<file path="src/rtl/vending_machine_if.sv">
// Coin/selection front end to vending controller bundle.
// master drives item_no and coin strobes and observes the vend pulses;
// slave is the controller side.
interface vending_machine_if;
  logic [3:0] item_no;
  logic       five_rup;
  logic       ten_rup;
  logic       product;
  logic       change;

  modport master (
    output item_no,
    output five_rup,
    output ten_rup,
    input  product,
    input  change
  );

  modport slave (
    input  item_no,
    input  five_rup,
    input  ten_rup,
    output product,
    output change
  );
endinterface

</file>
<file path="src/rtl/vending_machine.sv">
// Coin vending controller: accumulates 5/10 coins against a fixed price table.
// Latency: product/change pulse one clock after the completing coin edge.
// No backpressure: coins are level strobes sampled every clock, never stalled.
//
// Ports:
//   clk  - system clock, rising edge
//   rst  - synchronous active-low reset
//   bus  - slave side of vending_machine_if (item_no, five_rup, ten_rup in;
//          product, change out as registered one-cycle pulses)
module vending_machine (
  input  logic               clk,
  input  logic               rst,
  vending_machine_if.slave   bus
);

  typedef enum logic [2:0] {
    S0  = 3'd0,
    S5  = 3'd1,
    S10 = 3'd2,
    S15 = 3'd3,
    S20 = 3'd4,
    S25 = 3'd5
  } state_t;

  state_t     state;
  logic [3:0] item_q;
  logic       product_q;
  logic       change_q;

  logic [5:0] credit;
  logic [5:0] deposit;
  logic [5:0] new_credit;
  logic [5:0] price;
  logic [3:0] active_item;

  // Price of an item code; 0 marks an invalid code.
  function automatic logic [5:0] price_of(input logic [3:0] code);
    case (code)
      4'b0001: price_of = 6'd15;
      4'b0010: price_of = 6'd20;
      4'b0011: price_of = 6'd25;
      4'b0100: price_of = 6'd30;
      default: price_of = 6'd0;
    endcase
  endfunction

  // Only values below the highest price (30) are ever stored as credit.
  function automatic state_t state_of(input logic [5:0] value);
    case (value)
      6'd5:    state_of = S5;
      6'd10:   state_of = S10;
      6'd15:   state_of = S15;
      6'd20:   state_of = S20;
      6'd25:   state_of = S25;
      default: state_of = S0;
    endcase
  endfunction

  always_comb begin
    credit = 6'd0;
    case (state)
      S5:      credit = 6'd5;
      S10:     credit = 6'd10;
      S15:     credit = 6'd15;
      S20:     credit = 6'd20;
      S25:     credit = 6'd25;
      default: credit = 6'd0;
    endcase

    deposit = 6'd0;
    if (bus.five_rup) deposit = deposit + 6'd5;
    if (bus.ten_rup)  deposit = deposit + 6'd10;

    // A fresh transaction prices against the live selection; an open one
    // stays bound to the item latched with its first coin.
    active_item = (state == S0) ? bus.item_no : item_q;
    price       = price_of(active_item);
    new_credit  = credit + deposit;
  end

  always_ff @(posedge clk) begin
    if (!rst) begin
      state     <= S0;
      item_q    <= 4'd0;
      product_q <= 1'b0;
      change_q  <= 1'b0;
    end else begin
      product_q <= 1'b0;
      change_q  <= 1'b0;
      // Coins offered at S0 against an invalid code are simply not taken.
      if (deposit != 6'd0 && price != 6'd0) begin
        if (state == S0) item_q <= bus.item_no;
        if (new_credit < price) begin
          state <= state_of(new_credit);
        end else begin
          // Overpay is at most price+10 (double coin); one 5 is returned
          // and any further excess is kept.
          state     <= S0;
          product_q <= 1'b1;
          change_q  <= (new_credit != price);
        end
      end
    end
  end

  assign bus.product = product_q;
  assign bus.change  = change_q;

endmodule

</file>
<file path="src/flat_wrapper.sv">
// flat-port wrapper written by rule: the top's interface ports become plain ports
module vending_machine_flat 
  (clk, rst, bus_item_no, bus_five_rup, bus_ten_rup, bus_product, bus_change);
  vending_machine_if bus_i ();
  input  logic clk;
  input  logic rst;
  input wire logic [$bits(bus_i.item_no)-1:0] bus_item_no;
  input wire logic [$bits(bus_i.five_rup)-1:0] bus_five_rup;
  input wire logic [$bits(bus_i.ten_rup)-1:0] bus_ten_rup;
  output wire logic [$bits(bus_i.product)-1:0] bus_product;
  output wire logic [$bits(bus_i.change)-1:0] bus_change;
  assign bus_i.item_no = bus_item_no;
  assign bus_i.five_rup = bus_five_rup;
  assign bus_i.ten_rup = bus_ten_rup;
  assign bus_product = bus_i.product;
  assign bus_change = bus_i.change;
  vending_machine u_core (.clk(clk), .rst(rst), .bus(bus_i));
endmodule
</file>
<file path="config.mk">
export PLATFORM = sky130hd
export DESIGN_NAME = vending_machine_flat
export DESIGN_NICKNAME = d
export VERILOG_FILES = /design/src/rtl/vending_machine_if.sv /design/src/rtl/vending_machine.sv /design/src/flat_wrapper.sv
export SDC_FILE = /design/constraint.sdc
export NUM_CORES = 1
export LEC_CHECK = 0
export ABC_CLOCK_PERIOD_IN_PS = 3600
export BUFFER_PORTS_ARGS = -buffer_cell sky130_fd_sc_hd__buf_2
export CAP_MARGIN = 20
export CORE_MARGIN = 2
export CORE_UTILIZATION = 40
export CTS_BUF_LIST = sky130_fd_sc_hd__clkbuf_16
export DETAILED_ROUTE_END_ITERATION = 6
export PLACE_DENSITY_LB_ADDON = 0.12
export SLEW_MARGIN = 10
export SYNTH_ARGS = -nofsm -noshare
export SYNTH_HDL_FRONTEND = slang
export SYNTH_SLANG_ARGS = --single-unit
</file>
<file path="constraint.sdc">
create_clock -name clk -period 3.6 [get_ports clk]
set_input_delay 0.54 -clock clk [delete_from_list [all_inputs] [get_ports clk]]
set_output_delay 0.54 -clock clk [all_outputs]
set_load 0.01 [all_outputs]
</file>
==> results of run 1 <==
==> through the flow <==
stage / instances / setup WS (ps)
after floorplan: 116 / 671
after global placement: 154 / 409
after detailed placement: 154 / 288
after CTS: 158 / 265
after global routing: 158 / 92.8
final: 158 / 305
==> logic make-up (layout without fill, tap and decap cells) <==
kind of cell / Yosys count / count (layout) / share of synthesized area
simple gates: 50 / 50 / 0.296
flops: 9 / 9 / 0.188
fa+ha+maj: 9 / 9 / 0.126
compound gates: 24 / 24 / 0.204
xor+xnor: 6 / 6 / 0.0550
mux: 9 / 9 / 0.0956
buf+inv: 9 / 23 / 0.0353
==> routing by layer <==
layer	vias to the layer above	GRT usage	share of wire	wire, um
met5	-	0	0	0
met3	3	0.0169	0.015	31
met4	0	0.0256	0.0083	17
met2	8	0.298	0.49	1020
li1	450	-	-	-
met1	387	0.218	0.48	990
==> flip-flops by register name, indices dropped and copies added, names as in the netlist <==
register,cells
u_core.state,3
u_core.item_q,4
u_core.bus.product,1
u_core.bus.change,1
==> final cells by class <==
cell class / count / share of cell area
clock inverter: 1 / 0.00333
tap: 28 / 0.0311
clock buffer: 3 / 0.0667
inverter: 8 / 0.0267
timing repair buffer: 11 / 0.0533
sequential: 9 / 0.160
multi-input combinational: 98 / 0.659
==> tightest hold or removal path, stage by stage (launching register included) <==
cell and delay (ps):
dfxtp_1 320, nand2_1 60, a21oi_1 60
==> cells in the final DEF (no fill, tap or decap), drive strengths merged, types with 4 or more instances in the layout <==
cell / count
xnor2: 4
dfxtp: 9
nor2: 10
a21oi: 6
nand2b: 4
inv: 9
mux2i: 8
ha: 8
nor3: 6
nand2: 11
buf: 11
==> power by group through the flow <==
stage / Sequential (mW) / Clock [mW] / Combinational [mW]
floorplan: 0.108 / 0 / 0.0660
CTS: 0.107 / 0.194 / 0.0891
global placement: 0.108 / 0 / 0.0875
finish: 0.107 / 0.193 / 0.0882
detailed placement: 0.108 / 0 / 0.0885
global route: 0.107 / 0.199 / 0.100
==> how the worst min path moves through the flow <==
stage | end | depth (start not counted)
after floorplan | u_core.item_q[0] | 2
after global placement | u_core.item_q[0] | 2
after detailed placement | u_core.item_q[0] | 2
after CTS | u_core.item_q[0] | 2
after global routing | u_core.item_q[3] | 1
final | u_core.item_q[0] | 2
==> results.tsv, run 1 <==
metric	value	unit
Syn Area/Cell	8.24	sq um
# DRC	0	
Setup crit end kind	flip-flop	
Peak VDD IR	0.000299	V
area of the multi-input gates	742	sq um
chip width	52.9	um
Hold Path Class	flip-flop to flip-flop	
IO Pins	10	
cts-stage hold buffer count	0	
reg-to-reg slack, setup	300	ps
detailed-route via count	848	
Max-Cap Viols	0	
later-pin clock latency in the skew report	230	ps
H-Tree Depth	1	
final hold vios	0	
Final Max Tran Viols	0	
Initial DRC Count	12	
Ant. Diodes	0	
Clock Pin Slew Worst Setup and Hold Paths	40	ps
CP Capture Point	u_core.state[2]	
row count	17	
crit-path max FO	5	
crit path max-delay cell type	dfxtp_1	
CTS Buf Count	3	
Post-CTS Setup Bufs	0	
post-CTS sizing	0	
vias per cell	5.37	
crit path time final	3300	ps
number of global-route vias before repair	778	
Final setup viols	0	
Die ar.	2800	sq um
Core ar.	2230	sq um
Final Util	0.504	
IO Port Bufs	9	
RSZ-0062 raised after global routing	no	
dpl cell area	1050	sq um
critical path type	flip-flop to flip-flop	
distinct cell type count after synthesis	44	
root buffer cell	clkbuf_16	
clock sink total	9	
fin nets	148	
Sequential Area	180	sq um
type of origin of the critical path	flip-flop	
FILL cells	215	
Slew @ Worst Pin	616	ps
Synth Register Bits	9	
final WL	2.06	mm
DRT antenna net count	0	
post-synth top area share	0.188	
outcome	finished, final reports clean	
final hold slack	495	ps
total power	388	uW
GR Overflow Total	0	
R2R Path End	u_core.state[2]	
first-pass GRT wire length	3.42	mm
Syn Inst Count	116	
largest net degree at the start of global routing	10	
maximum root-to-sink buffer count	2	
reg2reg path depth	14	
worst hold start	u_core.item_q[0]	
Fin Clk Skew	0.396	ps
worst endpoint data arrival time	3470	ps
TritonCTS clock tree	done	
Layout area overhead	17.8	%
Ys Warns	0	
normalized max-slew margin	0.577	
layout cells sized above 1	0.185	
drt first pass iters	4	
Seq pwr share	0.275	
Slowest Stage Delay on Critical Path	440	ps
Crit path required time	3780	ps
Cell Area, Synth	956	sq um
final instance area	1130	sq um
critical path depth in cells	14	
GRT Overall Usage	0.166	
Async SR Flop Fraction	0	
Max Clk Rate	0.303	GHz
P_leak	0.501	nW
Post-DP HPWL	1.74	mm
EDFF count, synth	0	
Routability Congestion	0.770	
Synth area leaders	dfxtp_1, ha_1, mux2i_1	
Final TNS setup	0	ps
Reg-to-Reg Start	u_core.state[0]	
dominant synthesized flop cell	dfxtp_1	
CP delay by family, top	compound AO/OA/AOI/OAI gates	
sequential share of the synthesized area	0.188	
Clock Power Share	0.498	
count leader, synth	nand2_1	
Wirelength per Cell	13.0	um
fin crit share	0.915	
Synthesized Nets	133	
pwr dens	345	nW/um^2
Comb power frac	0.227	
Crit. Startpoint	u_core.state[0]	
largest area contributor in the netlist	dfxtp_1	
P_int	288	uW
crit-path cells	a21boi_0 -> ha_1 -> inv_1 -> fa_1 -> nand2b_1 -> a21oi_1 -> xnor2_1 -> ha_1 -> o21ai_0 -> a21oi_1 -> a221oi_1 -> o221ai_2 -> nor2_2 -> a41o_1	
Switching Fraction	0.257	
initial antenna violation count	0	
top post-synthesis cells by count	nand2_1, dfxtp_1, nor2_1	
Die Ht	52.9	um
Starting Density	0.428	
P_sw	100	uW
Worst Path Buf+Inv	1	
No activity file was read; power rests on OpenSTA's default activity.
==> run 2, diff against run 1 <==
--- a/config.mk
+++ b/config.mk
@@ -8,9 +8,9 @@
 export ABC_CLOCK_PERIOD_IN_PS = 3600
 export BUFFER_PORTS_ARGS = -buffer_cell sky130_fd_sc_hd__buf_2
 export CAP_MARGIN = 20
-export CORE_MARGIN = 2
+export CORE_MARGIN = 1
 export CORE_UTILIZATION = 40
-export CTS_BUF_LIST = sky130_fd_sc_hd__clkbuf_16
+export CTS_BUF_LIST = sky130_fd_sc_hd__clkbuf_4
 export DETAILED_ROUTE_END_ITERATION = 6
 export PLACE_DENSITY_LB_ADDON = 0.12
 export SLEW_MARGIN = 10
==> run 2 against run 1 <==
Clock power shrank 55%. Critical path depth unchanged. Count of clock-buffer cells in the layout increased by 1. Non-clock buffer count is 1 higher. Fmax is 1.9% higher. Register-to-register slack improved by 60 ps. Worst hold slack worse by 11 ps. Final area decreased by 2.9%. Critical endpoint unchanged. Setup slack improved by 61 ps. Cell count rose by 0.63%. Routed wire length is 7.5% higher. Power down 27%.
==> results.tsv, run 2 (synthesis results as in run 1) <==
metric	value	unit	change
cts-stage hold buffer count	0		unchanged
Final TNS setup	0	ps	unchanged
Initial DRC Count	13		was 12
Clock Pin Slew Worst Setup and Hold Paths	60	ps	was 40 ps
Ant. Diodes	0		unchanged
Layout area overhead	14.4	%	was 17.8%
clock sink total	9		unchanged
Final Max Tran Viols	0		unchanged
DRT antenna net count	0		unchanged
crit-path max FO	5		unchanged
Fin Clk Skew	4.23	ps	was 0.396 ps
Worst Slack Setup Final	365	ps	was 305 ps
row count	17		unchanged
normalized max-slew margin	0.615		was 0.577
Final setup viols	0		unchanged
Core ar.	2230	sq um	unchanged
GR Overflow Total	0		unchanged
final WL	2.21	mm	was 2.06 mm
FILL cells	219		was 215
dpl ws	322	ps	was 288 ps
largest net degree at the start of global routing	10		unchanged
Post-CTS Setup Bufs	0		unchanged
detailed-route via count	893		was 848
Largest Register	u_core.item_q		unchanged
worst endpoint data arrival time	3440	ps	was 3470 ps
most frequent cells in the layout	nand2_1, nor2_1, buf_2		was nand2_1, inv_1, nor2_1, buf_2, dfxtp_1
pwr dens	260	nW/um^2	was 345 nW/um^2
Crit path required time	3810	ps	was 3780 ps
outcome	finished, final reports clean		unchanged
critical path type	flip-flop to flip-flop		unchanged
GRT Overall Usage	0.205		was 0.166
first-pass GRT wire length	3.94	mm	was 3.42 mm
type of origin of the critical path	flip-flop		unchanged
Die ar.	2590	sq um	was 2800 sq um
P_leak	0.485	nW	was 0.501 nW
final hold vios	0		unchanged
fin nets	149		was 148
Max-Cap Viols	0		unchanged
Starting Density	0.428		unchanged
Hold Path Class	flip-flop to flip-flop		unchanged
max FFs per register	4		unchanged
Max Clk Rate	0.309	GHz	was 0.303 GHz
initial antenna violation count	0		unchanged
Die Ht	50.9	um	was 52.9 um
TritonCTS clock tree	done		unchanged
post-CTS sizing	0		unchanged
RSZ-0062 raised after global routing	no		unchanged
commonest non-fill, non-tap cell in the layout	nand2_1		unchanged
H-Tree Depth	1		unchanged
later-pin clock latency in the skew report	270	ps	was 230 ps
Regs by FF count	u_core.item_q (4), u_core.state (3)		unchanged
Peak VDD IR	0.000218	V	was 0.000299 V
Slew @ Worst Pin	561	ps	was 616 ps
chip width	50.9	um	was 52.9 um
IO Port Bufs	9		unchanged
drt first pass iters	4		unchanged
Setup crit end kind	flip-flop		unchanged
# DRC	0		unchanged
IO Pins	10		unchanged
Wirelength per Cell	13.9	um	was 13.0 um
crit path time final	3230	ps	was 3300 ps
CTS Buf Count	3		unchanged
Routability Congestion	0.846		was 0.770
Post-DP HPWL	1.84	mm	was 1.74 mm
layout cells sized above 1	0.214		was 0.185
final hold slack	484	ps	was 495 ps
maximum root-to-sink buffer count	2		unchanged
root buffer cell	clkbuf_4		was clkbuf_16
number of global-route vias before repair	895		was 778
vias per cell	5.62		was 5.37
fin crit share	0.898		was 0.915
## run 2: final cells by class
type                    instances  area, sq um  share of cell area
multi-input cells              98          749               0.685
flip-flops and latches          9          181               0.166
repair buffers                 12         67.6              0.0618
well taps                      28         35.0              0.0320
clock buffers                   4         30.0              0.0275
inverters                       8         30.0              0.0275
## run 2: worst max-delay path: stages, from the launching register on
cell and delay (ps):
dfxtp_2 400, a21boi_0 210, ha_1 200, inv_1 60, fa_1 410, nand2b_1 160, a21oi_1 150, xnor2_1 220
ha_1 340, o21ai_0 90, a21oi_1 80, a221oi_1 310, o221ai_2 170, nor2_2 180, a41o_1 190
## run 2: per-stage QoR
step	std cells	cell area [sq um]	power [mW]	utilization
after floorplan	116	956	0.174	-
after detailed placement	155	1050	0.199	0.472
after global routing	159	1090	0.304	0.490
after global placement	155	1050	0.197	0.472
final	159	1090	0.284	0.490
after CTS	159	1080	0.284	0.486
## run 2: power breakdown
| group | internal [mW] | total, mW | switching (mW) |
|---|---|---|---|
| Clock | 0.0503 | 0.0861 | 0.0358 |
| Sequential | 0.103 | 0.106 | 0.00295 |
| Combinational | 0.0409 | 0.0918 | 0.0509 |
| Total | 0.195 | 0.284 | 0.0897 |
## run 2: worst paths after layout
check | startpoint | endpoint | slack [ps] | depth (start not counted)
setup / recovery | u_core.state[0] | u_core.state[2] | 370 | 14
hold reg to reg | u_core.item_q[0] | u_core.item_q[0] | 480 | 2
hold / removal | u_core.item_q[0] | u_core.item_q[0] | 480 | 2
setup reg to reg | u_core.state[0] | u_core.state[2] | 370 | 14
## run 2: layer usage
layer	track usage	vias up	routed length [um]
li1	-	451	-
met1	0.231	419	958
met2	0.398	21	1160
met3	0.0446	2	80
met4	0.0278	0	9
met5	0	-	0
